--- config.mk ---
export PLATFORM = sky130hd
export DESIGN_NAME = magnitude_peak_meter
export DESIGN_NICKNAME = d
export VERILOG_FILES = /design/src/rtl/sdr_display_pkg.sv /design/src/rtl/window_peak_detector.sv /design/src/rtl/magnitude_peak_meter.sv
export SDC_FILE = /design/constraint.sdc
export NUM_CORES = 1
export LEC_CHECK = 0
export BUFFER_PORTS_ARGS = -buffer_cell sky130_fd_sc_hd__buf_4
export CORE_MARGIN = 3
export CORE_UTILIZATION = 35
export CTS_CLUSTER_SIZE = 12
export DETAILED_ROUTE_END_ITERATION = 8
export PLACE_DENSITY = 0.55
export RECOVER_POWER = 100
export SYNTH_ARGS = -nofsm -noshare
export SYNTH_HDL_FRONTEND = slang
export SYNTH_SLANG_ARGS = --single-unit
--- constraint.sdc ---
create_clock -name sys_clk -period 6.2 [get_ports sys_clk]
set_clock_uncertainty 0.2 [all_clocks]
set_input_delay 1.24 -clock sys_clk [delete_from_list [all_inputs] [get_ports sys_clk]]
set_output_delay 1.24 -clock sys_clk [all_outputs]
set_load 0.01 [all_outputs]
--- src/rtl/sdr_display_pkg.sv ---
// Shared types and helpers for the SDR magnitude display chain.
// Holds LED geometry, hold/decay FSM states and mag-to-level scaling.
package sdr_display_pkg;

   localparam int NUM_LEDS = 18;
   localparam int LEVEL_W  = 5;
   localparam int MAG_W    = 16;

   typedef enum logic [1:0] {
      TRACK = 2'd0,
      HOLD  = 2'd1,
      DECAY = 2'd2
   } meter_state_e;

   // (mag * 19) >> 16 maps 0..0xFFFF onto 0..18 LEDs
   function automatic logic [LEVEL_W-1:0] mag_to_level(
      input logic [MAG_W-1:0] m
   );
      logic [20:0] prod;
      prod = 21'(m) * 21'd19;
      return prod[20:16];
   endfunction

endpackage

--- src/rtl/window_peak_detector.sv ---
// Peak magnitude over fixed-length windows of strobed samples.
// Ports: sys_clk, reset, mag/mag_valid in; window_peak, window_done out.
module window_peak_detector
   import sdr_display_pkg::*;
#(
   parameter int unsigned WINDOW_LEN = 1024
) (
   input  logic             sys_clk,
   input  logic             reset,
   input  logic [MAG_W-1:0] mag,
   input  logic             mag_valid,
   output logic [MAG_W-1:0] window_peak,
   output logic             window_done
);

   localparam int unsigned CNT_W =
      (WINDOW_LEN > 1) ? $clog2(WINDOW_LEN) : 1;
   localparam logic [CNT_W-1:0] LAST_IDX = CNT_W'(WINDOW_LEN - 1);

   logic [CNT_W-1:0] cnt_q, cnt_d;
   logic [MAG_W-1:0] win_max_q, win_max_d;
   logic [MAG_W-1:0] window_peak_q, window_peak_d;
   logic             window_done_q, window_done_d;
   logic [MAG_W-1:0] run_max;

   always_comb begin
      run_max       = (mag > win_max_q) ? mag : win_max_q;
      cnt_d         = cnt_q;
      win_max_d     = win_max_q;
      window_peak_d = window_peak_q;
      window_done_d = 1'b0;
      if (mag_valid) begin
         if (cnt_q == LAST_IDX) begin
            // closing sample: publish and restart the window
            window_peak_d = run_max;
            window_done_d = 1'b1;
            win_max_d     = '0;
            cnt_d         = '0;
         end else begin
            win_max_d = run_max;
            cnt_d     = cnt_q + 1'b1;
         end
      end
   end

   always_ff @(posedge sys_clk) begin
      if (reset) begin
         cnt_q         <= '0;
         win_max_q     <= '0;
         window_peak_q <= '0;
         window_done_q <= 1'b0;
      end else begin
         cnt_q         <= cnt_d;
         win_max_q     <= win_max_d;
         window_peak_q <= window_peak_d;
         window_done_q <= window_done_d;
      end
   end

   assign window_peak = window_peak_q;
   assign window_done = window_done_q;

endmodule

--- src/rtl/magnitude_peak_meter.sv ---
// LED bar-graph meter with peak-hold dot, timed hold and stepwise decay.
// Ports: sys_clk, reset, mag/mag_valid in; display_lines, peak_level,
// window_peak, window_done out.
module magnitude_peak_meter
   import sdr_display_pkg::*;
#(
   parameter int unsigned WINDOW_LEN   = 1024,
   parameter int unsigned HOLD_CYCLES  = 25_000_000,
   parameter int unsigned DECAY_CYCLES = 2_500_000
) (
   input  logic                sys_clk,
   input  logic                reset,
   input  logic [MAG_W-1:0]    mag,
   input  logic                mag_valid,
   output logic [NUM_LEDS-1:0] display_lines,
   output logic [LEVEL_W-1:0]  peak_level,
   output logic [MAG_W-1:0]    window_peak,
   output logic                window_done
);

   localparam int unsigned HOLD_W =
      (HOLD_CYCLES > 1) ? $clog2(HOLD_CYCLES) : 1;
   localparam int unsigned DEC_W =
      (DECAY_CYCLES > 1) ? $clog2(DECAY_CYCLES) : 1;
   localparam logic [HOLD_W-1:0] HOLD_LOAD = HOLD_W'(HOLD_CYCLES - 1);
   localparam logic [DEC_W-1:0]  DEC_LOAD  = DEC_W'(DECAY_CYCLES - 1);

   meter_state_e        state_q, state_d;
   logic [LEVEL_W-1:0]  held_q, held_d;
   logic [LEVEL_W-1:0]  last_level_q, last_level_d;
   logic [HOLD_W-1:0]   hold_cnt_q, hold_cnt_d;
   logic [DEC_W-1:0]    dec_cnt_q, dec_cnt_d;
   logic [NUM_LEDS-1:0] display_lines_q, display_lines_d;
   logic [LEVEL_W-1:0]  new_level;
   logic                raise;

   window_peak_detector #(
      .WINDOW_LEN (WINDOW_LEN)
   ) u_win (
      .sys_clk     (sys_clk),
      .reset       (reset),
      .mag         (mag),
      .mag_valid   (mag_valid),
      .window_peak (window_peak),
      .window_done (window_done)
   );

   assign new_level = mag_to_level(window_peak);
   assign raise     = window_done && (new_level >= held_q);

   always_comb begin
      state_d      = state_q;
      held_d       = held_q;
      hold_cnt_d   = hold_cnt_q;
      dec_cnt_d    = dec_cnt_q;
      last_level_d = window_done ? new_level : last_level_q;
      if (raise) begin
         // a rising window wins over any timer expiry
         held_d     = new_level;
         state_d    = HOLD;
         hold_cnt_d = HOLD_LOAD;
      end else if (window_done && state_q == TRACK) begin
         state_d    = HOLD;
         hold_cnt_d = HOLD_LOAD;
      end else begin
         unique case (state_q)
            TRACK: begin
               state_d = TRACK;
            end
            HOLD: begin
               if (hold_cnt_q == '0) begin
                  state_d   = DECAY;
                  dec_cnt_d = DEC_LOAD;
               end else begin
                  hold_cnt_d = hold_cnt_q - 1'b1;
               end
            end
            DECAY: begin
               if (dec_cnt_q == '0) begin
                  // widened compare keeps held-1 from wrapping at 0
                  if ({1'b0, held_q} <= {1'b0, last_level_q} + 6'd1) begin
                     held_d  = last_level_q;
                     state_d = TRACK;
                  end else begin
                     held_d    = held_q - 1'b1;
                     dec_cnt_d = DEC_LOAD;
                  end
               end else begin
                  dec_cnt_d = dec_cnt_q - 1'b1;
               end
            end
            default: begin
               state_d = TRACK;
            end
         endcase
      end
   end

   always_comb begin
      display_lines_d = '0;
      for (int i = 0; i < NUM_LEDS; i++) begin
         display_lines_d[i] =
            (LEVEL_W'(i) < last_level_q) ||
            ((held_q != '0) && (LEVEL_W'(i) == held_q - 1'b1));
      end
   end

   always_ff @(posedge sys_clk) begin
      if (reset) begin
         state_q         <= TRACK;
         held_q          <= '0;
         last_level_q    <= '0;
         hold_cnt_q      <= '0;
         dec_cnt_q       <= '0;
         display_lines_q <= '0;
      end else begin
         state_q         <= state_d;
         held_q          <= held_d;
         last_level_q    <= last_level_d;
         hold_cnt_q      <= hold_cnt_d;
         dec_cnt_q       <= dec_cnt_d;
         display_lines_q <= display_lines_d;
      end
   end

   assign display_lines = display_lines_q;
   assign peak_level    = held_q;

endmodule

==> results_tabular.tex <==
\begin{tabular}{lr}
\hline
Metric & Value \\
\hline
\multicolumn{2}{l}{\textbf{Status}} \\
\quad Result of the run & complete, but fails checks \\
\quad Violations in the final reports & max-capacitance violations, max-slew violations \\
\multicolumn{2}{l}{\textbf{Final layout}} \\
\quad Design area & 8523 um2 \\
\quad Area of combinational cells with multiple inputs & 4473 um2 \\
\quad Share of post-route cells with drive strength above 1 & 0.07883 \\
\quad Utilization of the core after routing & 0.4172 \\
\quad Final-stage net count & 1012 \\
\quad Non-filler instance count after layout & 1196 \\
\quad Layout fillers & 2065 \\
\quad Antenna diode count & 0 \\
\quad Growth of design area from synthesis to finish & 16.13\% \\
\quad Sequential cell area in the final layout & 2402 um2 \\
\multicolumn{2}{l}{\textbf{Routing}} \\
\quad Number of DRC markers in iteration 0 & 395 \\
\quad DRC violations left & 0 \\
\quad Detailed Routing Iterations Pass 1 & 7 \\
\quad Via count & 6417 \\
\quad Avg Vias per Cell & 5.365 \\
\quad Wire length per cell after detailed routing & 15.07 um \\
\quad DRT antenna net count & 0 \\
\quad Total wire length & 18020 um \\
\multicolumn{2}{l}{\textbf{CTS}} \\
\quad Master cell of the clock root buffer & sky130\_fd\_sc\_hd\_\_clkbuf\_16 \\
\quad Clock latency of the later-clocked register in the worst-skew pair & 0.42 ns \\
\quad CTS tree & built \\
\quad Post-CTS clock slew at the launch and capture registers of the worst setup and hold paths & 0.06 ns \\
\quad Number of levels the H-tree was split into & 4 \\
\quad TritonCTS buffer count & 17 \\
\quad Buffers from clock root to sink, at most & 2 \\
\quad Number of hold buffers added after cts & 0 \\
\quad Number of clock sinks & 120 \\
\quad Post-CTS Resized & 0 \\
\quad Setup repair bufs after CTS & 0 \\
\multicolumn{2}{l}{\textbf{Synth}} \\
\quad Async S/R FF share, synth & 0 \\
\quad Count of yosys warnings during synthesis & 0 \\
\quad Sequential share of the synthesized area & 0.3273 \\
\quad Most used standard cell by instance count after synthesis & sky130\_fd\_sc\_hd\_\_dfxtp\_1 \\
\quad Area leader, netlist & sky130\_fd\_sc\_hd\_\_dfxtp\_1 \\
\quad Netlist area before placement & about 7300 um2 \\
\quad Synth top area share & 0.3273 \\
\quad Synthesized instance count & approximately 870 \\
\quad Commonest cells in the synthesized netlist & sky130\_fd\_sc\_hd\_\_dfxtp\_1 (120), sky130\_fd\_sc\_hd\_\_inv\_1 (80), sky130\_fd\_sc\_hd\_\_a21oi\_1 (70), sky130\_fd\_sc\_hd\_\_ha\_1 (69), sky130\_fd\_sc\_hd\_\_nor2\_1 (56) \\
\quad Mapped Avg Cell Area & 8.446 um2 \\
\quad Number of distinct standard cells referenced by the synthesized netlist & 68 \\
\quad Leading post-synthesis cells by cell area & sky130\_fd\_sc\_hd\_\_dfxtp\_1 (33\%), sky130\_fd\_sc\_hd\_\_ha\_1 (12\%), sky130\_fd\_sc\_hd\_\_a21oi\_1 (4.8\%) \\
\quad Number of synthesized register bits & 120 \\
\quad Post-Synthesis Net Count & around 970 \\
\quad EDFF count, synth & 0 \\
\quad Predominant post-synthesis flop cell & sky130\_fd\_sc\_hd\_\_dfxtp\_1 \\
\multicolumn{2}{l}{\textbf{Setup path}} \\
\quad Element type at the critical path start & flop \\
\quad Worst reg-to-reg path cell count & 15 \\
\quad Reg2reg start & u\_win.window\_peak[4] \\
\quad CP max stage delay & about 0.67 ns \\
\quad Most frequent CP cell & sky130\_fd\_sc\_hd\_\_ha\_1 \\
\quad Slowest-stage cell, CP & sky130\_fd\_sc\_hd\_\_o41ai\_1 \\
\quad Worst path cell trace & ha\_1, fa\_1, ha\_1, o21ai\_0, a22oi\_1, a31oi\_1, o41ai\_1, a21oi\_1, ha\_1, or3\_1, a211o\_1, a21boi\_0, o311a\_1, a21oi\_1, a311oi\_1 \\
\quad Crit path DAT & around 5.4 ns \\
\quad Register-to-register setup slack & 0.88 ns \\
\quad Critical path's top delay family & compound AO/OA/AOI/OAI gates \\
\quad WP data required & approximately 6.3 ns \\
\quad Type of the worst setup path & reg -> reg \\
\quad Max FO, Critical Path & 15 \\
\quad Kind of end point of the critical path & flop \\
\quad Worst r2r dst & dec\_cnt\_q[21] \\
\quad Total buffers and inverters traversed by the critical path & 0 \\
\multicolumn{2}{l}{\textbf{Placement}} \\
\quad Cell count after placement & 1164 \\
\quad Final estimated routing congestion in global placement & 0.8141 \\
\quad DP Worst Slack & between 0.9 and 1 ns \\
\quad Port bufs & 58 \\
\quad Cell Area, Placed & 8023 um2 \\
\quad DP Wirelength & 12690 um \\
\multicolumn{2}{l}{\textbf{Global routing}} \\
\quad Total congestion overflow & 0 \\
\quad Number of global-route vias before repair & approximately 6k \\
\quad First-pass GRT wire length & 29870 um \\
\quad Maximum number of pins on one net before global-route repair & 75 \\
\quad Overall Global Routing Usage & 0.1616 \\
\quad Initial antenna violation count & 0 \\
\multicolumn{2}{l}{\textbf{Power and ir drop}} \\
\quad Total Power & 2.023 mW \\
\quad Reported net switching power & 0.4271 mW \\
\quad Internal power summed over all cells & approximately 1.6 mW \\
\quad Power per cell area & approximately 240 nW/um2 \\
\quad Worst IR drop on VDD & 0.1378 mV \\
\quad Leakage power figure & 3.444 nW \\
\quad Sequential fraction of design power & 0.389 \\
\quad Switch share & 0.2111 \\
\quad Clock group share of total power & 0.561 \\
\quad Comb pwr share & 0.050 \\
\multicolumn{2}{l}{\textbf{Min path}} \\
\quad Startpoint of the worst hold path & dec\_cnt\_q[13] \\
\quad Endpoint of the worst hold-timing path & dec\_cnt\_q[13] \\
\quad Hold Path Cell Cnt & 2 \\
\quad Worst min-delay path class & reg -> reg \\
\multicolumn{2}{l}{\textbf{Timing}} \\
\quad Smallest hold slack & 0.2561 ns \\
\quad Number of endpoints failing setup at the final stage & 0 \\
\quad Final Cycle Share & 0.8575 \\
\quad Tightest slew margin relative to the limit & -0.004610 \\
\quad Transition at the pin with the smallest max-transition slack & 1.507 ns \\
\quad Final critical-path setup slack & 0.8837 ns \\
\quad Count of pins over their slew limit & 40 \\
\quad Setup repair after global routing missed its margin & no \\
\quad Fmax & 0.1881 GHz \\
\quad Final critical path time including I/O delays and setup & 5.316 ns \\
\quad Number of failing hold endpoints at the final stage & 0 \\
\quad Sum Neg Setup Slack & 0 ns \\
\multicolumn{2}{l}{\textbf{Floorplanning}} \\
\quad Die span in y & 150.8 um \\
\quad Die Span X & 150.8 um \\
\quad Standard-cell rows & 52 \\
\quad Number of placed I/O pins & 59 \\
\quad Total die area & around 23000 um2 \\
\quad Initial Util & 0.3593 \\
\quad Standard cell core area & between 20000 and 25000 um2 \\
\multicolumn{2}{l}{\textbf{Flow run}} \\
\quad Reported max-cap violation count & 2 \\
\hline
\end{tabular}
## how the worst max path moves through the flow
stage / startpoint / endpoint / slack (ns) / cells after the start
2_1_floorplan: u_win.window_peak[4] / dec_cnt_q[1] / 1.48 / 16
3_3_place_gp: u_win.window_peak[4] / dec_cnt_q[3] / 1.12 / 16
3_5_place_dp: u_win.window_peak[4] / dec_cnt_q[21] / 0.97 / 15
4_1_cts: u_win.window_peak[4] / dec_cnt_q[21] / 0.95 / 15
5_1_grt: u_win.window_peak[13] / dec_cnt_q[3] / 0.31 / 18
6_report: u_win.window_peak[4] / dec_cnt_q[21] / 0.88 / 15
## flip-flops by register name (all words and copies together), names as in the netlist, 2 cells and up
signal and count:
dec_cnt_q 22, display_lines 18, hold_cnt_q 25, last_level_q 5, peak_level 5, state_q 2, u_win.cnt_q 10, u_win.win_max_q 16
u_win.window_peak 16
## layout by cell type, fill, tap and decap left out, drive strengths merged, types with 15 or more instances in the layout
master	count
nand3	43
a32o	15
a21oi	70
nor2	56
ha	69
xor2	25
o21ai	42
mux2i	20
inv	80
a31oi	24
nor3	32
dfxtp	120
clkbuf	66
nand2	47
buf	21
## final cells by class
class                      instances  area share
clock buffer                      20     0.05358
clock inverter                    12     0.02598
inverter                          80     0.03523
multi-input combinational        627      0.5248
sequential                       120      0.2819
tap                              270     0.03964
timing repair buffer              67     0.03890
## cells by family (layout without fill, tap and decap cells)
kind of cell | count (synthesis) | after routing | share of synthesized area
DFF | 120 | 120 | 0.3273
adders and majority gates | 80 | 80 | 0.1476
and+or+nand+nor | 264 | 264 | 0.1868
AOI/OAI and AO/OA | 226 | 226 | 0.2029
xor gates and xnor gates | 35 | 35 | 0.04177
buffers and inverters | 122 | 179 | 0.06325
muxes | 22 | 22 | 0.03034
## metal layers
metal | global-route usage | part of all wire | up-vias
met4 | 0.05304 | 0.013 | 0
met1 | 0.2230 | 0.49 | 3046
li1 | - | - | 3236
met2 | 0.2561 | 0.46 | 117
met5 | 0 | 0 | -
met3 | 0.02902 | 0.040 | 18
## worst register-to-register path, cell delays in order (launching register included)
cell                       delay [ns]
sky130_fd_sc_hd__dfxtp_1         0.40
sky130_fd_sc_hd__ha_1            0.27
sky130_fd_sc_hd__fa_1            0.46
sky130_fd_sc_hd__ha_1            0.28
sky130_fd_sc_hd__o21ai_0         0.07
sky130_fd_sc_hd__a22oi_1         0.19
sky130_fd_sc_hd__a31oi_1         0.21
sky130_fd_sc_hd__o41ai_1         0.67
sky130_fd_sc_hd__a21oi_1         0.16
sky130_fd_sc_hd__ha_1            0.24
sky130_fd_sc_hd__or3_1           0.44
sky130_fd_sc_hd__a211o_1         0.30
sky130_fd_sc_hd__a21boi_0        0.28
sky130_fd_sc_hd__o311a_1         0.66
sky130_fd_sc_hd__a21oi_1         0.14
sky130_fd_sc_hd__a311oi_1        0.26
## power groups by stage
| stage | logic, mW | registers, mW | clock network (mW) |
|---|---|---|---|
| CTS | 0.104 | 0.786 | 1.16 |
| finish | 0.101 | 0.787 | 1.14 |
| detailed placement | 0.103 | 0.803 | 0 |
| floorplan | 0.0688 | 0.802 | 0 |
| global route | 0.113 | 0.788 | 1.20 |
| global placement | 0.103 | 0.803 | 0 |
Power figures use the tool's default switching activity.
